--- src/rtl/cpu19_pkg.sv ---
// Shared definitions for the 19-bit ALU sequencer.
//   XLEN                 datapath width
//   OPC_*/RD_*/RS*/IMM_* instruction field bit positions
//   OP_*                 opcodes 0x00-0x13, plus the "returns zero" opcode
//   state_e              sequencer FSM states
package cpu19_pkg;

  localparam int XLEN  = 19;
  localparam int REG_W = 2;
  localparam int OPC_W = 5;
  localparam int IMM_W = 10;

  // Instruction field positions
  localparam int OPC_HI = 18;
  localparam int OPC_LO = 14;
  localparam int RD_HI  = 13;
  localparam int RD_LO  = 12;
  localparam int RS1_HI = 11;
  localparam int RS1_LO = 10;
  localparam int RS2_HI = 9;
  localparam int RS2_LO = 8;
  localparam int IMM_HI = 9;
  localparam int IMM_LO = 0;

  // Opcodes
  localparam logic [OPC_W-1:0] OP_ADD  = 5'h00;
  localparam logic [OPC_W-1:0] OP_SUB  = 5'h01;
  localparam logic [OPC_W-1:0] OP_MUL  = 5'h02;
  localparam logic [OPC_W-1:0] OP_DIV  = 5'h03;
  localparam logic [OPC_W-1:0] OP_AND  = 5'h04;
  localparam logic [OPC_W-1:0] OP_OR   = 5'h05;
  localparam logic [OPC_W-1:0] OP_XOR  = 5'h06;
  localparam logic [OPC_W-1:0] OP_SLL  = 5'h07;
  localparam logic [OPC_W-1:0] OP_MAC  = 5'h08;
  localparam logic [OPC_W-1:0] OP_SRL  = 5'h09;
  localparam logic [OPC_W-1:0] OP_SRA  = 5'h0A;
  localparam logic [OPC_W-1:0] OP_SLT  = 5'h0B;
  localparam logic [OPC_W-1:0] OP_SLTU = 5'h0C;
  localparam logic [OPC_W-1:0] OP_MIN  = 5'h0D;
  localparam logic [OPC_W-1:0] OP_MAX  = 5'h0E;
  localparam logic [OPC_W-1:0] OP_NOT  = 5'h0F;
  localparam logic [OPC_W-1:0] OP_ADDI = 5'h10;
  localparam logic [OPC_W-1:0] OP_ANDI = 5'h11;
  localparam logic [OPC_W-1:0] OP_ORI  = 5'h12;
  localparam logic [OPC_W-1:0] OP_XORI = 5'h13;
  // ALU answers 0 for this opcode; used to retire illegal instructions
  localparam logic [OPC_W-1:0] OP_ZERO = 5'h1F;

  localparam logic [XLEN-1:0] DIVZ_VAL = {XLEN{1'b1}};

  typedef enum logic [1:0] {
    S_IDLE,
    S_EXEC,
    S_MAC2,
    S_RESP
  } state_e;

  function automatic logic is_legal(input logic [OPC_W-1:0] op);
    return op <= OP_XORI;
  endfunction

  function automatic logic is_itype(input logic [OPC_W-1:0] op);
    return (op >= OP_ADDI) && (op <= OP_XORI);
  endfunction

endpackage

--- src/rtl/alu_seq_regfile.sv ---
// Register file for the ALU sequencer.
//   clk, rst       clock, synchronous active-high reset (clears all entries)
//   ra1/ra2        read addresses, rd1/rd2 combinational read data
//   we, wa, wd     synchronous write port
module alu_seq_regfile
  import cpu19_pkg::*;
#(
  parameter int NREGS = 4
) (
  input  logic             clk,
  input  logic             rst,
  input  logic [REG_W-1:0] ra1,
  input  logic [REG_W-1:0] ra2,
  output logic [XLEN-1:0]  rd1,
  output logic [XLEN-1:0]  rd2,
  input  logic             we,
  input  logic [REG_W-1:0] wa,
  input  logic [XLEN-1:0]  wd
);

  logic [NREGS-1:0][XLEN-1:0] regs_q;

  always_ff @(posedge clk) begin
    if (rst) begin
      regs_q <= '0;
    end else if (we) begin
      regs_q[wa] <= wd;
    end
  end

  assign rd1 = regs_q[ra1];
  assign rd2 = regs_q[ra2];

endmodule

--- src/rtl/alu_sequencer.sv ---
// Instruction sequencer driving an external combinational 19-bit ALU.
// Decodes one instruction at a time, reads operands from a 4-entry register
// file, presents them to the ALU, writes the result back and reports it on a
// valid/ready result port. MAC is split into MUL then ADD against an internal
// accumulator so the ALU's own MAC opcode is never issued.
//   clk, rst                          clock, synchronous active-high reset
//   in_valid/in_ready/in_instr        instruction input handshake
//   alu_op1/op2/opcode/imm, alu_result  ALU interface (zero outside EXEC/MAC2)
//   out_valid/out_ready               retired-result handshake
//   out_rd/out_data/out_illegal       retired-result payload
//   trap                              sticky divide-by-zero flag
// Optional feature: define ALU_SEQ_DIVZERO_TRAP_EN to suppress the write on
// DIV by zero and raise trap; otherwise trap is tied 0.
module alu_sequencer
  import cpu19_pkg::*;
#(
  parameter int NREGS = 4
) (
  input  logic             clk,
  input  logic             rst,
  input  logic             in_valid,
  output logic             in_ready,
  input  logic [XLEN-1:0]  in_instr,
  output logic [XLEN-1:0]  alu_op1,
  output logic [XLEN-1:0]  alu_op2,
  output logic [OPC_W-1:0] alu_opcode,
  output logic [IMM_W-1:0] alu_imm,
  input  logic [XLEN-1:0]  alu_result,
  output logic             out_valid,
  input  logic             out_ready,
  output logic [REG_W-1:0] out_rd,
  output logic [XLEN-1:0]  out_data,
  output logic             out_illegal,
  output logic             trap
);

  state_e           state_q;
  logic [XLEN-1:0]  instr_q;
  logic [XLEN-1:0]  temp_q;
  logic [XLEN-1:0]  acc_q;
  logic             out_valid_q;
  logic [REG_W-1:0] out_rd_q;
  logic [XLEN-1:0]  out_data_q;
  logic             out_illegal_q;

  // Decoded fields of the latched instruction
  logic [OPC_W-1:0] op;
  logic [REG_W-1:0] rd, rs1, rs2;
  logic [IMM_W-1:0] imm;
  logic             legal;

  assign op    = instr_q[OPC_HI:OPC_LO];
  assign rd    = instr_q[RD_HI:RD_LO];
  assign rs1   = instr_q[RS1_HI:RS1_LO];
  assign rs2   = instr_q[RS2_HI:RS2_LO];
  assign imm   = instr_q[IMM_HI:IMM_LO];
  assign legal = is_legal(op);

  logic [XLEN-1:0]  rdata1, rdata2;
  logic             rf_we;
  logic [XLEN-1:0]  rf_wd;
  logic             div_trap;

`ifdef ALU_SEQ_DIVZERO_TRAP_EN
  logic trap_q;
  assign div_trap = (op == OP_DIV) && (rdata2 == '0);
  assign trap     = trap_q;
`else
  assign div_trap = 1'b0;
  assign trap     = 1'b0;
`endif

  alu_seq_regfile #(.NREGS(NREGS)) u_rf (
    .clk (clk),
    .rst (rst),
    .ra1 (rs1),
    .ra2 (rs2),
    .rd1 (rdata1),
    .rd2 (rdata2),
    .we  (rf_we),
    .wa  (rd),
    .wd  (rf_wd)
  );

  // ALU drive and writeback enable. The first MAC step only fills temp, so
  // only the second step writes the register file.
  always_comb begin
    alu_op1    = '0;
    alu_op2    = '0;
    alu_opcode = '0;
    alu_imm    = '0;
    rf_we      = 1'b0;
    rf_wd      = alu_result;
    case (state_q)
      S_EXEC: begin
        alu_op1 = rdata1;
        alu_op2 = is_itype(op) ? '0 : rdata2;
        alu_imm = imm;
        if (!legal)            alu_opcode = OP_ZERO;
        else if (op == OP_MAC) alu_opcode = OP_MUL;
        else                   alu_opcode = op;
        rf_we = legal && (op != OP_MAC) && !div_trap;
      end
      S_MAC2: begin
        alu_op1    = temp_q;
        alu_op2    = acc_q;
        alu_opcode = OP_ADD;
        rf_we      = 1'b1;
      end
      default: ;
    endcase
  end

  always_ff @(posedge clk) begin
    if (rst) begin
      state_q       <= S_IDLE;
      instr_q       <= '0;
      temp_q        <= '0;
      acc_q         <= '0;
      out_valid_q   <= 1'b0;
      out_rd_q      <= '0;
      out_data_q    <= '0;
      out_illegal_q <= 1'b0;
`ifdef ALU_SEQ_DIVZERO_TRAP_EN
      trap_q        <= 1'b0;
`endif
    end else begin
      case (state_q)
        S_IDLE: begin
          if (in_valid) begin
            instr_q <= in_instr;
            state_q <= S_EXEC;
          end
        end
        S_EXEC: begin
          out_rd_q <= rd;
          if (!legal) begin
            out_data_q    <= '0;
            out_illegal_q <= 1'b1;
            out_valid_q   <= 1'b1;
            state_q       <= S_RESP;
          end else if (op == OP_MAC) begin
            temp_q  <= alu_result;
            state_q <= S_MAC2;
          end else begin
            // A trapped divide retires the all-ones quotient without writing
            out_data_q    <= div_trap ? DIVZ_VAL : alu_result;
            out_illegal_q <= 1'b0;
            out_valid_q   <= 1'b1;
            state_q       <= S_RESP;
`ifdef ALU_SEQ_DIVZERO_TRAP_EN
            if (div_trap) trap_q <= 1'b1;
`endif
          end
        end
        S_MAC2: begin
          acc_q         <= alu_result;
          out_data_q    <= alu_result;
          out_illegal_q <= 1'b0;
          out_valid_q   <= 1'b1;
          state_q       <= S_RESP;
        end
        S_RESP: begin
          if (out_ready) begin
            out_valid_q <= 1'b0;
            state_q     <= S_IDLE;
          end
        end
        default: state_q <= S_IDLE;
      endcase
    end
  end

  assign in_ready    = (state_q == S_IDLE);
  assign out_valid   = out_valid_q;
  assign out_rd      = out_rd_q;
  assign out_data    = out_data_q;
  assign out_illegal = out_illegal_q;

endmodule

--- config.mk ---
export PLATFORM = sky130hd
export DESIGN_NAME = alu_sequencer
export DESIGN_NICKNAME = d
export VERILOG_FILES = /design/src/rtl/cpu19_pkg.sv /design/src/rtl/alu_seq_regfile.sv /design/src/rtl/alu_sequencer.sv
export SDC_FILE = /design/constraint.sdc
export NUM_CORES = 1
export LEC_CHECK = 0
export ABC_CLOCK_PERIOD_IN_PS = 5700
export BUFFER_PORTS_ARGS = -buffer_cell sky130_fd_sc_hd__buf_2
export CAP_MARGIN = 40
export CORE_UTILIZATION = 50
export CTS_CLUSTER_DIAMETER = 80
export DETAILED_ROUTE_END_ITERATION = 7
export GPL_TIMING_DRIVEN = 0
export MAX_ROUTING_LAYER = met4
export PLACE_DENSITY = 0.72
export SYNTH_ARGS = -nofsm -noshare
export SYNTH_HDL_FRONTEND = slang
export SYNTH_HIERARCHICAL = 1
export SYNTH_SLANG_ARGS = --single-unit
--- constraint.sdc ---
create_clock -name clk -period 5.7 [get_ports clk]
set_input_delay 0.285 -clock clk [delete_from_list [all_inputs] [get_ports clk]]
set_output_delay 0.285 -clock clk [all_outputs]
set_load 0.005 [all_outputs]
# Word level (Yosys, flattened, before mapping)
# Index checks and enable logic that the tools add are counted.
# totals
output_inout_bits	78
in_bits	42
reg_bits	158
word_cells	67
# op_classes
n_eq_ne	8
n_lt_le_gt_ge	6
mux	30
reduce_logical	11
# ops
cell	n
2-to-1 mux 19 bit	6
one-hot mux 19 bit (2 select lines)	3
binary-select mux 19 bit (select 2 bit)	2
bitwise mux 76 bit	1
demux 19 bit (select 2 bit)	1
2-to-1 mux 5 bit	3
2-to-1 mux 10 bit	1
< comparator 2 x 3 -> 1 bit (second input constant)	3
one-hot mux 2 bit (4 select lines)	1
2-to-1 mux 1 bit	7
AND reduction 2 bit	3
AND reduction 3 bit	2
== test 5 x 4 -> 1 bit (second input constant)	1
>= comparator 5 bit (second input constant)	1
<= comparator 5 bit (second input constant)	1
inequality test 5 x 4 -> 1 bit (second input constant)	1
== test 2 bit (second input constant)	2
2-to-1 mux 2 bit	2
inequality test 2 bit (second input constant)	2
one-hot mux 1 bit (2 select lines)	2
logical AND 1 bit	3
inequality test 3 bit (second input constant)	1
one-hot mux 1 bit (3 select lines)	1
nonzero test 3 bit	1
4 further kinds	4

# Logic depth before layout (Yosys ltp)
# Gate-level depths: netlist of the first run.
# depth
ltp_word	5
ltp_mapped	11
mapped_depth_nobuf	7

# Modules after synthesis
# Netlist of the first run, hierarchy kept.
# modules_own_cells
mod	n_inst	cells_each	area_per_inst_um2	seq_area_each_um2
alu_seq_regfile	1	319	3946.3	1521.5
alu_sequencer	1	479	3861.2	1641.6

# Worst setup path after synthesis of the first run
# OpenSTA, ideal clock, no wires.
# synth_timing
path_type	reg2reg
from	register state_q[0]
to	register u_rf/regs_q[8] (netlist bit)
setup_ns	0.121
stages_incl_launch_ff	12
arrival_ns	2.058
required_time_ns	5.579
path_buffers	4
path_slack_ns	3.521
period_less_slack_ns	2.179
path_cell_list	dfxtp_1 > inv_1 > ha_1 > clkbuf_1 > inv_1 > a21o_1 > buf_2 > a21oi_1 > or3b_1 > buf_6 > buf_12 > mux2i_1
# synth_between
elab_chain_len	2
word_cells_on_any_way	3
classes_between	eq/ne (2); mux (1)
# synth_rtl
item	line_no	rtl
start, declared	alu_sequencer.sv:37	state_e state_q;
start signal, assigned	alu_sequencer.sv:116	state_q <= S_IDLE;
start signal, assigned	alu_sequencer.sv:132	state_q <= S_EXEC;
start signal, assigned	alu_sequencer.sv:141	state_q <= S_RESP;
== test 2 bit / == test 2 x 1 -> 1 bit (equally long branches)	alu_sequencer.sv:94	case (state_q)
one-hot mux 1 bit (2 select lines) *	alu_sequencer.sv:94	
via rf_we	alu_sequencer.sv:60	logic rf_we;
end signal, assigned by index	alu_seq_regfile.sv:27	regs_q[wa] <= wd;
end, declared	alu_seq_regfile.sv:21	logic [NREGS-1:0][XLEN-1:0] regs_q;
# The timed path passes the listed nets; every way through them passes the cells marked *.
# A chain may end at the register's enable or synchronous reset.

# Final worst setup path of the first run
# layout_timing
from	register state_q[0]
to	register u_rf/regs_q[36] (netlist bit)
# Same word-level chain as after synthesis.

==> results of run 1 <==
cell usage after synthesis, drive strengths merged:
cell type / count
conb: 1
o221a: 1
nand3: 20
a211o: 1
o22a: 1
a21oi: 43
nand2b: 96
mux4: 38
o32ai: 19
a22oi: 19
nand3b: 3
a2111oi: 1
dfxtp: 158
clkbuf: 33
and2: 12
mux2i: 97
nand2: 77
ha: 4
nor3b: 1
o21ai: 22
a32oi: 19
a31o: 1
and3b: 2
or3: 2
buf: 46
or3b: 2
o21a: 3
nor2b: 3
nor2: 62
inv: 6
a221oi: 1
nor3: 2
a21o: 1
o211ai: 1
worst paths after layout:
path	from	slack [ns]	cells past startpoint	end
hold / removal	in_instr[2]	0.09	3	instr_q[2]$_SDFFE_PP0P_
setup / recovery	state_q[0]$_SDFFE_PP0P_	2.88	11	u_rf/regs_q[36]$_SDFFE_PP0P_
setup reg to reg	state_q[0]$_SDFFE_PP0P_	2.88	11	u_rf/regs_q[36]$_SDFFE_PP0P_
hold reg to reg	instr_q[1]$_SDFFE_PP0P_	0.45	2	instr_q[1]$_SDFFE_PP0P_
flip-flops by register name, summed over array words and instances, names as in the netlist:
| signal | cells |
|---|---|
| acc_q | 19 |
| instr_q | 19 |
| out_data | 19 |
| out_illegal | 1 |
| out_rd | 2 |
| out_valid | 1 |
| state_q | 2 |
| temp_q | 19 |
| u_rf/regs_q | 76 |
routing by layer:
layer	vias up	track usage (%)
met5	-	-
met1	3227	39.0
met4	0	10.2
met2	254	44.1
met3	30	4.68
li1	3110	-
critical path: cells and delay by family (launching register included):
| kind | cells | cell delay, ns |
|---|---|---|
| buffers and inverters | 6 | 1.07 |
| AO/OA/AOI/OAI | 2 | 0.69 |
| AND/OR/NAND/NOR | 1 | 0.25 |
| multiplexers | 1 | 0.23 |
| flip-flops | 1 | 0.33 |
| adder cells (fa/ha/maj) | 1 | 0.17 |
cell type report:
cell class,instances,area (um^2),share of cell area (%)
clock buffers,18,439,4.73
well taps,188,235,2.53
plain buffers,79,433,4.66
repair buffers,117,586,6.31
multi-input cells,555,4190,45.1
flip-flops and latches,158,3160,34.1
clock inverters,14,215,2.32
inverters,6,22.5,0.243
stage by stage:
step	instances	power (uW)	setup WS [ns]	area [um^2]
after floorplan	798	2350	3.52	7810
after global placement	1103	2780	2.97	8630
after detailed placement	1103	2790	2.91	8630
after CTS	1135	4040	2.86	9280
after global routing	1135	4240	2.56	9280
final	1135	4060	2.88	9280
power by group through the flow:
stage	sequential [uW]	combinational, uW	clock, uW
after floorplan	1390	959	0
after global placement	1400	1380	0
after detailed placement	1400	1390	0
after CTS	1380	1390	1270
after global routing	1410	1520	1310
final	1380	1410	1270
cell families after synthesis:
kind of cell	share of synthesized area, %
compound gates	11.5
other cells	0.0480
flops	40.5
buf+inv	5.83
mux	23.4
simple gates	18.1
fa+ha+maj	0.641
==> results.cfg, run 1 <==
[timing]
whs_ns = 0.0940
final.min_clock_period_ns = 2.82
max_freq_ghz = 0.354
drv_slew = 0
setup_viol = 0
period_share_pct = 49.5
slew_headroom_pct = 60.2
worstMarginPinSlew_ns = 0.598
setup-tns-final_ns = 0
skew_ns = 0.00582
finalHoldViolCount = 0
rsz0062_at_grt = false

[clocking]
clkSinkCount = 158
clockBufferDepth = 2
clock-root-buffer = clkbuf_16
h-tree-depth = 4
clkTransAtPathRegs_ns = 0.06
cts_tree = done
cts_buffers = 17
cts_hold_buf = 0
worst_skew_pair.late_latency_ns = 0.43
ctsResizeCount = 0
post_cts_buffers = 0

[power]
p_switching_uw = 1430
intPower_uw = 2630
combPwrFrac_pct = 34.7
power_switching_share_pct = 35.2
p_per_area_nw_per_um2 = 437
pwr-share-seq_pct = 34.1
p_clk_share_pct = 31.2
vdd.ir_drop.worst_v = 0.000267
power_leakage_uw = 0.00390

[cells_and_area]
final_cell_mix = dfxtp_1, buf_2, mux2i_1, nand2b_1, nand2_1
postLayoutCoreUtil_pct = 61.1
final_layout_size_suffix_gt1_share_pct = 24.7
n_fill_cell = 1262
areaGrowthSynthToFinish_pct = 18.9
nets = 980
n_antenna_cell = 0
layout_commonest_cell = dfxtp_1

[synthesis]
yosysUniqueCellTypes = 41
syn_avg_cell_area_um2 = 9.78
synth_nets = 844
yosys.area.top_type_share_pct = 40.5
yosys.area.top_type = dfxtp_1
synth_seq_cells = 158
ys_seq_area_share_pct = 40.5
yosys-top-cells-area = dfxtp_1, mux2i_1, mux4_2
yosysWarnings = 6
synthesis.area_um2 = 7810
netlist_instances = 798

[grt]
grt_pass1_vias = 6119
grt_antenna_before_repair = 0
grt_max_degree = 17
grt_pass1_wl_mm = 34.1
grt_usage_pct = 28.9
overflow = 0

[detailed_routing]
drt_iter0_drc = 763
top_layer_used = met4
drc = 0
routedWlPerCell_um = 19.4
via_per_inst = 5.83
met1_length_mm = 9.92
finalWirelength_mm = 22.0
routed-via-count = 6621
met2_wirelength_mm = 10.3
ant_nets = 0
dr.pass1.iters = 5
wl_met3_mm = 1.35

[floorplan]
die_y_um = 127
dieArea_um2 = 16100
ios = 120
core_area_um2 = 15200
start_util_pct = 51.4
die_x_um = 127
rows = 45

[worst_setup_path]
critPathLaunchType = flop
cp.required_ns = 6.05
cp_max_fo = 10
worstSetupPathType = flop to flop
cp_slowest_stage_delay_ns = 0.48
cp_slowest_cell = a21oi_1
crit_chain = inv_1, ha_1, clkbuf_1, inv_1, a21o_1, buf_2, a21oi_1, and3b_1, clkbuf_1, buf_4, mux2i_1
cp-end-kind = flop
critPathArrivalTime_ns = 3.18

[place]
place.gp.congestion = 0.864
detailed_place_hpwl_mm = 16.0
placement.io_buffers = 117

[min_path]
hold_class = input pin to flop

[flow_run]
maxCapViolations = 0

[run_status]
outcome = completed
Power figures use the tool's default switching activity.
==> run 2: changes to the inputs <==
- ABC_AREA: unset -> 1
- ABC_CLOCK_PERIOD_IN_PS: 5700 -> 2660
- PLACE_DENSITY: 0.72 -> 0.71
- clock period: 5.7 -> 2.66 ns (I/O delays scaled with it)
==> run 2 against run 1 <==
  * Wire length grew 18%
  * Global-route usage up 3.7 points
  * Sequential power rose by 140%
  * Sequential cell count stayed put
  * Count of clock-buffer cells in the layout increased by 2
  * Hold slack lost 0.089 ns
  * Critical path depth fell by 1
  * Sequential share of layout area down 1.9 points
  * Setup slack got worse by 2.7 ns
  * Final cell count is 46% higher
  * Maximum frequency is 13% higher
  * Via count grew 32%
==> results.cfg, run 2 <==
[run_status]
outcome = completed

[grt]
grt_max_degree = 17
overflow = 0
grt_pass1_vias = 7831
grt_usage_pct = 32.6
grt_pass1_wl_mm = 40.2
grt_antenna_before_repair = 0

[timing]
period_share_pct = 94.2
drv_slew = 0
rsz0062_at_grt = false
finalHoldViolCount = 0
whs_ns = 0.00523
setup_viol = 0
setup-tns-final_ns = 0
skew_ns = 0.00675
max_freq_ghz = 0.399
slew_headroom_pct = 53.7
worstMarginPinSlew_ns = 0.694
final.min_clock_period_ns = 2.50

[detailed_routing]
ant_nets = 0
drc = 0
finalWirelength_mm = 26.0
routed-via-count = 8711
routedWlPerCell_um = 15.7
via_per_inst = 5.27
drt_iter0_drc = 826
dr.pass1.iters = 5

[floorplan]
core_area_um2 = 15900
die_y_um = 130
die_x_um = 130
ios = 120
dieArea_um2 = 16800
rows = 46
start_util_pct = 51.2

[synthesis]
yosys-top-cells-area = dfxtp_1, nand2_1, nor2_1
synthesis.area_um2 = 8140
synthFlopType = dfxtp_1
synth-edff-count = 0
synth_seq_cells = 158
yosys.area.top_type = dfxtp_1
async_flop_share_pct = 0
yosysUniqueCellTypes = 23
yosys.area.top_type_share_pct = 38.9
ys_seq_area_share_pct = 38.9
syn_avg_cell_area_um2 = 6.41
netlist_instances = 1269
synth_common_cells = nand2_1, nor2_1, dfxtp_1
synth_nets = 1315
synth_most_common_cell = nand2_1
yosysWarnings = 6

[clocking]
clock-root-buffer = clkbuf_16
cts_tree = done
post_cts_buffers = 0
clockBufferDepth = 2
clkTransAtPathRegs_ns = 0.06
worst_skew_pair.late_latency_ns = 0.44
clkSinkCount = 158
h-tree-depth = 4
cts_buffers = 17

[worst_setup_path]
critPathLaunchType = flop
cp_slowest_cell = ha_1
path_common_cell = buf_2
worstSetupPathType = flop to flop
regToRegSetupSlack_ns = 0.16
cp_slowest_stage_delay_ns = 0.47
cp-end-kind = flop
critPathArrivalTime_ns = 2.84
cp.required_ns = 2.99
cp_max_fo = 10
crit_chain = inv_1, ha_1, nand2_1, buf_2, a21oi_2, buf_2, buf_2, nand3_1, nand2_1, nor2_1

[cells_and_area]
areaGrowthSynthToFinish_pct = 20.7
n_fill_cell = 1579
fin_cells = 1653
n_antenna_cell = 0
final_cell_mix = nand2_1, nor2_1, dfxtp_1, buf_2, inv_1
final_layout_size_suffix_gt1_share_pct = 15.6
layout_commonest_cell = nand2_1
final_area_um2 = 9820
top_register = u_rf/regs_q
largest_reg_flops = 76
nets = 1470

[flow_run]
maxCapViolations = 0

[power]
total_power_uw = 10100
power_leakage_uw = 0.00476
p_per_area_nw_per_um2 = 1030
vdd.ir_drop.worst_v = 0.000642

[min_path]
hold_class = input pin to flop

[place]
placed_cells = 1603
dpl-instance-area_um2 = 9000
place.gp.congestion = 0.895
detailed_place_hpwl_mm = 19.4
placement.io_buffers = 118
[run 2: cell count changes after synthesis, sizes merged, moves of 25 or more]
cell    previous run  this run
mux2i             97         0
nor2              62       193
mux4              38         0
nand3             20        45
nand2             77       367
a21oi             43       128
nand2b            96         0
inv                6       141
o211ai             1        76
o21ai             22        62
[run 2: path summary, 6_finish.rpt]
check	start	end	depth (start not counted)
setup reg to reg	state_q[0]$_SDFFE_PP0P_	u_rf/regs_q[5]$_SDFFE_PP0P_	10
hold reg to reg	temp_q[11]$_SDFFE_PP0P_	temp_q[11]$_SDFFE_PP0P_	2
hold / removal	in_instr[17]	instr_q[17]$_SDFFE_PP0P_	3
setup / recovery	state_q[0]$_SDFFE_PP0P_	u_rf/regs_q[5]$_SDFFE_PP0P_	10
[run 2: what timing repair did]
| action | 4_1_cts | 5_1_grt |
|---|---|---|
| setup endpoints to repair | 0 | 74 |
| hold buffers | 18 | 0 |
| resized for setup | 0 | 3 |
| endpoints found under the hold margin | 18 | 0 |
[run 2: routing by layer]
layer	share of wire, %	GRT usage [%]	wire length [um]
met5	0	-	0
met4	3.6	14.9	938
met3	6.1	5.20	1580
met2	47	52.4	12100
met1	44	40.2	11400
[run 2: cells by family (layout without fill, tap and decap cells)]
logic type                 count (synthesis)  after routing  share of synthesized area, %
and+or+nand+nor                          606            606                          29.4
buffers and inverters                    234            402                          11.9
other                                      1              1                        0.0461
adders and majority gates                  4              4                         0.615
DFF                                      158            158                          38.9
AOI/OAI and AO/OA                        266            266                          19.2
[run 2: critical path: cells and delay by family (launching register included)]
kind	cells	cell delay, ns
simple gates	4	0.41
buf+inv	4	0.88
flops	1	0.40
fa+ha+maj	1	0.47
compound gates	1	0.24
[run 2: cell type report]
cell class	instances	area, um^2	share of cell area (%)
Inverter	143	537	5.46
Buffer	91	435	4.43
Timing Repair Buffer	136	771	7.85
Tap cell	216	270	2.75
Clock inverter	12	184	1.87
Sequential cell	158	3160	32.2
Clock buffer	20	457	4.65
Multi-Input combinational cell	877	4010	40.8
[run 2: metrics by stage]
stage / util (%) / worst slack, ns
5_1_grt: 61.8 / 0.0267
3_3_place_gp: 56.6 / 0.0930
2_1_floorplan: - / 0.650
6_report: 61.8 / 0.155
4_1_cts: 61.8 / 0.0380
3_5_place_dp: 56.6 / 0.0589
[run 2: power breakdown]
part | leakage [uW] | internal, uW | switching [uW]
clock | 0.000307 | 1630 | 1030
sequential | 0.00129 | 2910 | 350
combinational | 0.00317 | 1400 | 2820
total | 0.00476 | 5940 | 4200
==> run 3: changes to the inputs <==
- HOLD_SLACK_MARGIN: unset -> 0.15
==> run 3 against run 2 <==
  * Clock skew grew 0.0017 ns
  * Combinational power is essentially flat
  * Utilization grew 1.3 points
  * Die area is the same
  * Wire length grew 1.2%
  * Hold slack gained 0.16 ns
  * Critical path type is now flop to output port
==> results.cfg, run 3 (synthesis gave the netlist of run 2 again) <==
[power]
p_switching_uw = 4210
p_clk_share_pct = 26.2
intPower_uw = 5960
power_switching_share_pct = 41.4
vdd.ir_drop.worst_v = 0.000640
p_per_area_nw_per_um2 = 1010
combPwrFrac_pct = 41.7
pwr-share-seq_pct = 32.1
power_leakage_uw = 0.00485

[worst_setup_path]
cp-end-kind = output port
path_common_cell = buf_2
regToRegSetupSlack_ns = 0.16
rr_startpoint = state_q[0]$_SDFFE_PP0P_
cp_slowest_stage_delay_ns = 0.46
cp_max_fo = 10
cp.required_ns = 2.53
worstSetupPathType = flop to output port
critPathArrivalTime_ns = 2.37
rr_endpoint = u_rf/regs_q[5]$_SDFFE_PP0P_
crit_chain = inv_1, ha_1, buf_2, clkbuf_1, nand2_1, a21oi_1, buf_2
r2r_cells = 10
critPathLaunchType = flop
cp_slowest_cell = clkbuf_1

[clocking]
clock-root-buffer = clkbuf_16
cts_tree = done
post_cts_buffers = 0
worst_skew_pair.late_latency_ns = 0.44
clkTransAtPathRegs_ns = 0.06
cts_buffers = 17
h-tree-depth = 4
clkSinkCount = 158
clockBufferDepth = 2

[cells_and_area]
final_layout_size_suffix_gt1_share_pct = 15.4
n_antenna_cell = 0
largest_reg_flops = 76
top_register = u_rf/regs_q
nets = 1491
postLayoutCoreUtil_pct = 63.2
layout_commonest_cell = nand2_1
final_cell_mix = nand2_1, nor2_1, dfxtp_1, buf_2, inv_1
areaGrowthSynthToFinish_pct = 23.3
n_fill_cell = 1554

[timing]
slew_headroom_pct = 54.1
setup-tns-final_ns = 0
max_freq_ghz = 0.399
setup_viol = 0
finalHoldViolCount = 0
worstMarginPinSlew_ns = 0.689
period_share_pct = 94.1
skew_ns = 0.00846
drv_slew = 0
final.min_clock_period_ns = 2.50
rsz0062_at_grt = false

[floorplan]
rows = 46
ios = 120
die_y_um = 130
core_area_um2 = 15900
dieArea_um2 = 16800
start_util_pct = 51.2
die_x_um = 130

[min_path]
holdCritStartpoint = out_ready
whs_path_depth = 5
min_to = state_q[1]$_SDFFE_PP0P_
hold_class = input pin to flop

[place]
detailed_place_hpwl_mm = 19.4
place.gp.congestion = 0.895
placement.io_buffers = 118

[detailed_routing]
drc = 0
drt_iter0_drc = 867
routedWlPerCell_um = 15.7
dr.pass1.iters = 6
finalWirelength_mm = 26.3
routed-via-count = 8838
ant_nets = 0
via_per_inst = 5.28

[grt]
grt_pass1_wl_mm = 40.8
grt_antenna_before_repair = 0
overflow = 0
grt_usage_pct = 33.0
grt_max_degree = 17
grt_pass1_vias = 7957

[run_status]
outcome = completed

[flow_run]
maxCapViolations = 0
-- run 3: cell types whose count changed in the layout (fill, tap and decap cells not counted) --
cell           previous run  this run
dlygate4sd3_1            18        39
-- run 3: how the worst max path moves through the flow --
stage / start / endpoint / slack, ns
floorplan: state_q[0]$_SDFFE_PP0P_ / u_rf/regs_q[5]$_SDFFE_PP0P_ / 0.65
global placement: state_q[0]$_SDFFE_PP0P_ / u_rf/regs_q[69]$_SDFFE_PP0P_ / 0.09
detailed placement: state_q[0]$_SDFFE_PP0P_ / u_rf/regs_q[68]$_SDFFE_PP0P_ / 0.06
CTS: state_q[0]$_SDFFE_PP0P_ / u_rf/regs_q[68]$_SDFFE_PP0P_ / 0.04
global route: state_q[0]$_SDFFE_PP0P_ / u_rf/regs_q[70]$_SDFFE_PP0P_ / 0.03
finish: state_q[0]$_SDFFE_PP0P_ / alu_op1[2] / 0.16
-- run 3: metrics by stage --
stage / total power (uW) / cells / setup WS (ns) / cell area [um^2] / hold WS (ns)
finish: 10200 / 1674 / 0.156 / 10000 / 0.162
global route: 10800 / 1674 / 0.0288 / 10000 / 0.230
CTS: 10100 / 1674 / 0.0380 / 10000 / 0.160
detailed placement: 7390 / 1603 / 0.0589 / 9000 / 0.390
global placement: 7310 / 1603 / 0.0930 / 9000 / 0.383
floorplan: 6070 / 1269 / 0.650 / 8140 / 0.268
-- run 3: layout make-up --
type,count,area (um^2),area share (%)
clock buffers,20,457,4.55
well taps,216,270,2.69
clock inverters,12,184,1.83
multi-input cells,877,4010,39.9
repair buffers,157,981,9.78
plain buffers,91,435,4.34
flip-flops and latches,158,3160,31.5
inverters,143,537,5.35
-- run 3: timing repair --
action                                 in CTS  in global routing
hold buffers                               39                  0
resized for setup                           0                  3
setup endpoints to repair                   0                 74
endpoints found under the hold margin     148                  0
-- run 3: power groups by stage --
stage               clock (uW)  sequential (uW)  combinational, uW
floorplan                    0             3230               2830
global placement             0             3280               4020
detailed placement           0             3300               4100
CTS                       2680             3250               4160
global route              2780             3320               4700
finish                    2670             3260               4240
-- run 3: critical path, delay by kind of cell (launching register included) --
kind,cells,cell delay (ns)
buffers and inverters,4,0.96
adder cells (fa/ha/maj),1,0.27
flip-flops,1,0.35
AO/OA/AOI/OAI,1,0.24
AND/OR/NAND/NOR,1,0.10
-- run 3: layer usage --
metal  vias to the layer above  GRT usage [%]  routed length [um]
met5                         -              -                   0
met4                         0           14.9                 926
met3                        67           5.20                1600
met1                      4048           40.5               11400
li1                       4357              -                   -
met2                       366           53.3               12300
